`src/rtl/alu_pkg.sv`:
```
// Shared definitions for the handshaked sequential ALU: opcodes, FSM states and flag positions.
package alu_pkg;

    localparam logic [2:0] ALU_ADD = 3'b000;
    localparam logic [2:0] ALU_SUB = 3'b001;
    localparam logic [2:0] ALU_AND = 3'b010;
    localparam logic [2:0] ALU_OR  = 3'b011;
    localparam logic [2:0] ALU_XOR = 3'b100;
    localparam logic [2:0] ALU_SLL = 3'b101;
    localparam logic [2:0] ALU_SRL = 3'b110;
    localparam logic [2:0] ALU_MUL = 3'b111;

    typedef enum logic [1:0] {
        StIdle = 2'd0,
        StMul  = 2'd1,
        StDone = 2'd2
    } alu_state_e;

    localparam int unsigned FLAG_ZERO  = 0;
    localparam int unsigned FLAG_CARRY = 1;
    localparam int unsigned FLAG_OVF   = 2;
    localparam int unsigned FLAG_NEG   = 3;
    localparam int unsigned NUM_FLAGS  = 4;

endpackage

```
`src/rtl/alu_shift_add_mul.sv`:
```
// Iterative unsigned shift-add multiplier: one partial product per cycle, word_length steps.
module alu_shift_add_mul #(
    parameter int unsigned word_length = 8
) (
    input  logic                       clk,
    input  logic                       reset,
    input  logic                       i_start,
    input  logic [word_length-1:0]     i_a,
    input  logic [word_length-1:0]     i_b,
    output logic                       o_done,
    output logic [2*word_length-1:0]   o_product
);

    localparam int unsigned CntW = $clog2(word_length + 1);
    localparam logic [CntW-1:0] LastStep = CntW'(word_length - 1);

    logic [2*word_length-1:0] r_mcand;
    logic [word_length-1:0]   r_mplier;
    logic [2*word_length-1:0] r_acc;
    logic [CntW-1:0]          r_count;
    logic                     r_active;
    logic [2*word_length-1:0] w_acc_next;

    assign w_acc_next = r_mplier[0] ? (r_acc + r_mcand) : r_acc;

    // The final step's sum is presented combinationally so the caller can register it
    // on the same edge that performs that step.
    assign o_done    = r_active && (r_count == LastStep);
    assign o_product = w_acc_next;

    always_ff @(posedge clk) begin
        if (reset) begin
            r_mcand  <= '0;
            r_mplier <= '0;
            r_acc    <= '0;
            r_count  <= '0;
            r_active <= 1'b0;
        end else if (i_start) begin
            r_mcand  <= {{word_length{1'b0}}, i_a};
            r_mplier <= i_b;
            r_acc    <= '0;
            r_count  <= '0;
            r_active <= 1'b1;
        end else if (r_active) begin
            r_acc    <= w_acc_next;
            r_mcand  <= r_mcand << 1;
            r_mplier <= r_mplier >> 1;
            r_count  <= r_count + CntW'(1);
            if (r_count == LastStep) begin
                r_active <= 1'b0;
            end
        end
    end

endmodule

```
`src/rtl/alu_seq_unit.sv`:
```
// Handshaked ALU with eight ops and full flag set; results held on the output until consumed.
module alu_seq_unit
    import alu_pkg::*;
#(
    parameter int unsigned word_length = 8
) (
    input  logic                   clk,
    input  logic                   reset,
    input  logic                   in_valid,
    output logic                   in_ready,
    input  logic [word_length-1:0] A,
    input  logic [word_length-1:0] B,
    input  logic [2:0]             ALU_control,
    output logic                   out_valid,
    input  logic                   out_ready,
    output logic [word_length-1:0] C,
    output logic [word_length-1:0] C_hi,
    output logic                   zero_flag,
    output logic                   carry_flag,
    output logic                   overflow_flag,
    output logic                   negative_flag,
    output logic                   busy
);

    localparam int unsigned ShW = $clog2(word_length);

    alu_state_e                 r_state;
    alu_state_e                 w_state_next;
    logic                       w_accept;
    logic                       w_mul_start;
    logic                       w_mul_done;
    logic [2*word_length-1:0]   w_product;
    logic [word_length:0]       w_sum;
    logic [word_length:0]       w_diff;
    logic [ShW-1:0]             w_shamt;
    logic                       w_shift_over;
    logic [word_length-1:0]     w_res;
    logic                       w_carry;
    logic                       w_ovf;
    logic [word_length-1:0]     r_c;
    logic [word_length-1:0]     r_c_hi;
    logic [NUM_FLAGS-1:0]       r_flags;

    assign w_accept    = (r_state == StIdle) && in_valid;
    assign w_mul_start = w_accept && (ALU_control == ALU_MUL);

    // The multiplier captures its own operands at acceptance, so later input changes are ignored.
    alu_shift_add_mul #(
        .word_length(word_length)
    ) u_mul (
        .clk       (clk),
        .reset     (reset),
        .i_start   (w_mul_start),
        .i_a       (A),
        .i_b       (B),
        .o_done    (w_mul_done),
        .o_product (w_product)
    );

    always_ff @(posedge clk) begin
        if (reset) begin
            r_state <= StIdle;
        end else begin
            r_state <= w_state_next;
        end
    end

    always_comb begin
        w_state_next = r_state;
        case (r_state)
            StIdle: begin
                if (in_valid) begin
                    w_state_next = (ALU_control == ALU_MUL) ? StMul : StDone;
                end
            end
            StMul: begin
                if (w_mul_done) begin
                    w_state_next = StDone;
                end
            end
            StDone: begin
                if (out_ready) begin
                    w_state_next = StIdle;
                end
            end
            default: w_state_next = StIdle;
        endcase
    end

    always_comb begin
        in_ready  = 1'b0;
        out_valid = 1'b0;
        busy      = 1'b0;
        case (r_state)
            StIdle:  in_ready  = 1'b1;
            StMul:   busy      = 1'b1;
            StDone:  out_valid = 1'b1;
            default: in_ready  = 1'b0;
        endcase
    end

    always_comb begin
        w_sum        = {1'b0, A} + {1'b0, B};
        w_diff       = {1'b0, A} - {1'b0, B};
        w_shamt      = B[ShW-1:0];
        w_shift_over = ({1'b0, w_shamt} >= (ShW + 1)'(word_length));
        w_res        = '0;
        w_carry      = 1'b0;
        w_ovf        = 1'b0;
        case (ALU_control)
            ALU_ADD: begin
                w_res   = w_sum[word_length-1:0];
                w_carry = w_sum[word_length];
                w_ovf   = (A[word_length-1] == B[word_length-1]) &&
                          (w_sum[word_length-1] != A[word_length-1]);
            end
            ALU_SUB: begin
                w_res   = w_diff[word_length-1:0];
                w_carry = w_diff[word_length];
                w_ovf   = (A[word_length-1] != B[word_length-1]) &&
                          (w_diff[word_length-1] != A[word_length-1]);
            end
            ALU_AND: w_res = A & B;
            ALU_OR:  w_res = A | B;
            ALU_XOR: w_res = A ^ B;
            ALU_SLL: w_res = w_shift_over ? '0 : (A << w_shamt);
            ALU_SRL: w_res = w_shift_over ? '0 : (A >> w_shamt);
            default: w_res = '0;
        endcase
    end

    always_ff @(posedge clk) begin
        if (reset) begin
            r_c     <= '0;
            r_c_hi  <= '0;
            r_flags <= '0;
        end else if (w_accept && (ALU_control != ALU_MUL)) begin
            r_c                <= w_res;
            r_c_hi             <= '0;
            r_flags[FLAG_ZERO]  <= (w_res == '0);
            r_flags[FLAG_CARRY] <= w_carry;
            r_flags[FLAG_OVF]   <= w_ovf;
            r_flags[FLAG_NEG]   <= w_res[word_length-1];
        end else if ((r_state == StMul) && w_mul_done) begin
            r_c                <= w_product[word_length-1:0];
            r_c_hi             <= w_product[2*word_length-1:word_length];
            r_flags[FLAG_ZERO]  <= (w_product == '0);
            r_flags[FLAG_CARRY] <= 1'b0;
            r_flags[FLAG_OVF]   <= 1'b0;
            r_flags[FLAG_NEG]   <= w_product[2*word_length-1];
        end
    end

    assign C             = r_c;
    assign C_hi          = r_c_hi;
    assign zero_flag     = r_flags[FLAG_ZERO];
    assign carry_flag    = r_flags[FLAG_CARRY];
    assign overflow_flag = r_flags[FLAG_OVF];
    assign negative_flag = r_flags[FLAG_NEG];

endmodule

```
`config.mk`:
```
export PLATFORM = sky130hd
export DESIGN_NAME = alu_seq_unit
export DESIGN_NICKNAME = d
export VERILOG_FILES = /design/src/rtl/alu_pkg.sv /design/src/rtl/alu_shift_add_mul.sv /design/src/rtl/alu_seq_unit.sv
export SDC_FILE = /design/constraint.sdc
export NUM_CORES = 1
export LEC_CHECK = 0
export ABC_AREA = 0
export CORE_MARGIN = 2
export CORE_UTILIZATION = 64
export CTS_CLUSTER_SIZE = 14
export DETAILED_ROUTE_END_ITERATION = 7
export PLACE_DENSITY_LB_ADDON = 0.1
export SYNTH_ARGS = -nofsm -noshare
export SYNTH_HDL_FRONTEND = slang
export SYNTH_SLANG_ARGS = --single-unit
```
`constraint.sdc`:
```
create_clock -name clk -period 9.2 [get_ports clk]
set_clock_uncertainty 0.15 [all_clocks]
set_input_delay 2.3 -clock clk [delete_from_list [all_inputs] [get_ports clk]]
set_output_delay 2.3 -clock clk [all_outputs]
set_load 0.005 [all_outputs]
```
==> reports/summary.txt <==
run status -> complete, no violations
global-route usage over all layers -> 0.339
Logic pwr share -> 0.223
Pwr Total -> 0.710 mW
Die Y -> 94.2 µm
drt wl/cell -> 19.1 µm
number of antenna-violating nets in the routed design -> 0
Setup TNS -> 0 ps
Distinct cells, synth -> 66
worst endpoint required time -> 9330 ps
vias in the first global route -> 4,744
Initial Util -> 0.666
met2 routed WL -> 7440 µm
EDFF count, synth -> 0
total grt overflow -> 0
Routed WL -> 14,700 µm
n_diodes -> 0
first-pass GRT wire length -> 23,500 µm
CTS H-tree depth -> 3
Mapped Area -> 5200 µm²
Hold Path Cell Cnt -> 2
Skew-Pair Late Insertion Delay -> 340 ps
Syn Nets -> 709
die width -> 94.2 µm
synthesized flop and latch total -> 67
Max stage delay cell, worst path -> clkdlybuf4s50_1
worst-path cell chain -> clkdlybuf4s50_1 -> ha_1 -> fa_1 -> inv_1 -> mux4_2 -> o21ai_1 -> a2111o_1 -> or3_1 -> or4_1 -> o31ai_1 -> a31o_1
CTS buffer count -> 9
Leak Pwr -> 2.35 nW
RSZ-0062 raised after global routing -> false
CP Class -> in -> reg
Via-to-Cell Ratio -> 6.54
CP max FO -> 21
worst vdd ir -> 0.0000674 V
Slew Viols, Final -> 0
measured slew at the worst slew-check pin -> 1020 ps
final setup fails -> 0
Post-CTS Resized -> 0
Max Cap Violations -> 0
Post-CTS Hold Buffers -> 0
routability cong. -> 0.945
Crit path arrival time -> 6020 ps
die area -> 8860 µm²
initial antenna violation count -> 0
average size of a mapped cell -> 8.10 µm²
top area cells in the synthesized netlist -> dfxtp_1, ha_1, mux2i_1, nor2_1, a211oi_1
crit end category -> flop
largest net degree at the start of global routing -> 55
Main synth FF type -> dfxtp_1
clk slew on worst S/H paths -> 80 ps
Initial DRT Pass Iterations -> 5
slowest stage delay, CP -> 1070 ps
via count -> 5,026
sequential share of power -> 0.430
YS warnings -> 0
internal power -> 0.490 mW
Top Metal Used -> met4
Power Dens Cells -> 121 nW/µm²
Fmax achieved -> 170 MHz
Setup Fix Bufs, Post-CTS -> 0
period utilization -> 0.640
Hold/Removal Path Class -> reg -> reg
Synth Instances -> 642
DR WL met3 -> 868 µm
DRT iter0 DRCs -> 357
FF-to-FF path depth -> 10
TritonCTS clock tree -> built
DRC violations left -> 0
Net Sw Frac -> 0.309
cell taking the most area after synthesis -> dfxtp_1
count leader, synth -> nor2_1
# IOs -> 46
# rows -> 32
share of cells above drive strength 1 -> 0.0540
Port Buf Inserts -> 45
P&R area growth vs syn -> 12.4%
Clock Tree Root -> clkbuf_8
Clock power frac -> 0.346
top post-synthesis cells by count -> nor2_1, dfxtp_1, nand2_1
Post-synth ARST share -> 0
Slew HR -> 0.323
Yosys top cell area share -> 0.258
Post-layout nets -> 730
core box area -> 7810 µm²
Max clock buf depth -> 2
switching power -> 0.220 mW
Non-Filler Instances -> 769
# placed instances -> 754
post-synthesis sequential area ratio -> 0.258
Startpoint Class -> input port
dpl hpwl -> 11,100 µm
Metal-1 WL -> 5940 µm
Fin. Hold Viols -> 0
Clock Sinks -> 67
minimum clock period -> 5890 ps
## kinds of logic after synthesis
family	synth area share
XOR/XNOR	0.0253
adder cells (fa/ha/maj)	0.110
multiplexers	0.115
AO/OA/AOI/OAI	0.245
flip-flops	0.258
buffers and inverters	0.0553
AND/OR/NAND/NOR	0.192
## area by class of cell
| type | instances | area [µm²] |
|---|---|---|
| inverter | 33 | 124 |
| sequential | 67 | 1340 |
| multi-input combinational | 502 | 3570 |
| timing repair buffer | 50 | 488 |
| clock buffer | 9 | 124 |
| clock inverter | 6 | 67.6 |
| tap | 102 | 128 |
| fill | 613 | 1960 |
## critical path: cells and delay by family
kind | cells | cell delay (ps)
AO/OA/AOI/OAI | 4 | 730
multiplexers | 1 | 220
AND/OR/NAND/NOR | 2 | 840
buffers and inverters | 2 | 1130
adder cells (fa/ha/maj) | 2 | 790
## cells in the final DEF, fill, tap and decap left out, types with 6 or more instances in the layout
cell / netlist / routed
a211oi_1: 38 / 38
nand2_1: 47 / 47
clkdlybuf4s50_1: 0 / 45
or3_1: 7 / 7
a221oi_1: 8 / 8
nand2b_1: 8 / 8
clkbuf_8: 0 / 9
xor2_1: 7 / 7
nor2_1: 86 / 86
nand3_1: 13 / 13
a21o_1: 11 / 11
o21a_1: 6 / 6
dfxtp_1: 67 / 66
o21ai_0: 20 / 20
nor3_1: 12 / 12
a222oi_1: 6 / 6
a31oi_1: 6 / 6
nor2b_1: 11 / 11
a21oi_1: 31 / 31
xnor2_1: 8 / 8
mux2i_1: 42 / 42
o21bai_1: 6 / 6
ha_1: 41 / 41
inv_1: 32 / 32
## power by group through the flow
stage | Clock, mW | Sequential [mW] | Combinational (mW)
after detailed placement | 0 | 0.312 | 0.156
after global placement | 0 | 0.312 | 0.152
final | 0.246 | 0.306 | 0.158
after CTS | 0.247 | 0.305 | 0.156
after floorplan | 0 | 0.310 | 0.105
after global routing | 0.258 | 0.306 | 0.174
## per-stage QoR
step	area, µm²	hold slack [ps]	worst slack, ps	util
floorplan	5200	298	4310	-
global placement	5650	294	3080	0.724
detailed placement	5650	302	2990	0.724
CTS	5850	312	3340	0.749
global route	5850	343	3140	0.749
finish	5850	313	3310	0.749
## final timing paths
kind,start,endpoint,slack [ps]
worst max-delay path,B[0],r_flags[0],3310
worst min-delay path,r_flags[1],r_flags[1],310
worst max register to register,u_mul.r_acc[0],r_flags[0],5650
worst min register to register,r_flags[1],r_flags[1],310
## per-layer routing
metal  global-route usage  up-vias
met5                    0        -
met4                0.124        0
met3               0.0482       33
met2                0.612      228
met1                0.407     2368
li1                     -     2397
## state kept, by name, indices dropped and copies added, names as in the netlist
register	cells
C	8
C_hi	8
r_flags	4
r_state	2
u_mul.r_acc	16
u_mul.r_active	1
u_mul.r_count	4
u_mul.r_mcand	16
u_mul.r_mplier	8
(Power assumes the default switching activity.)
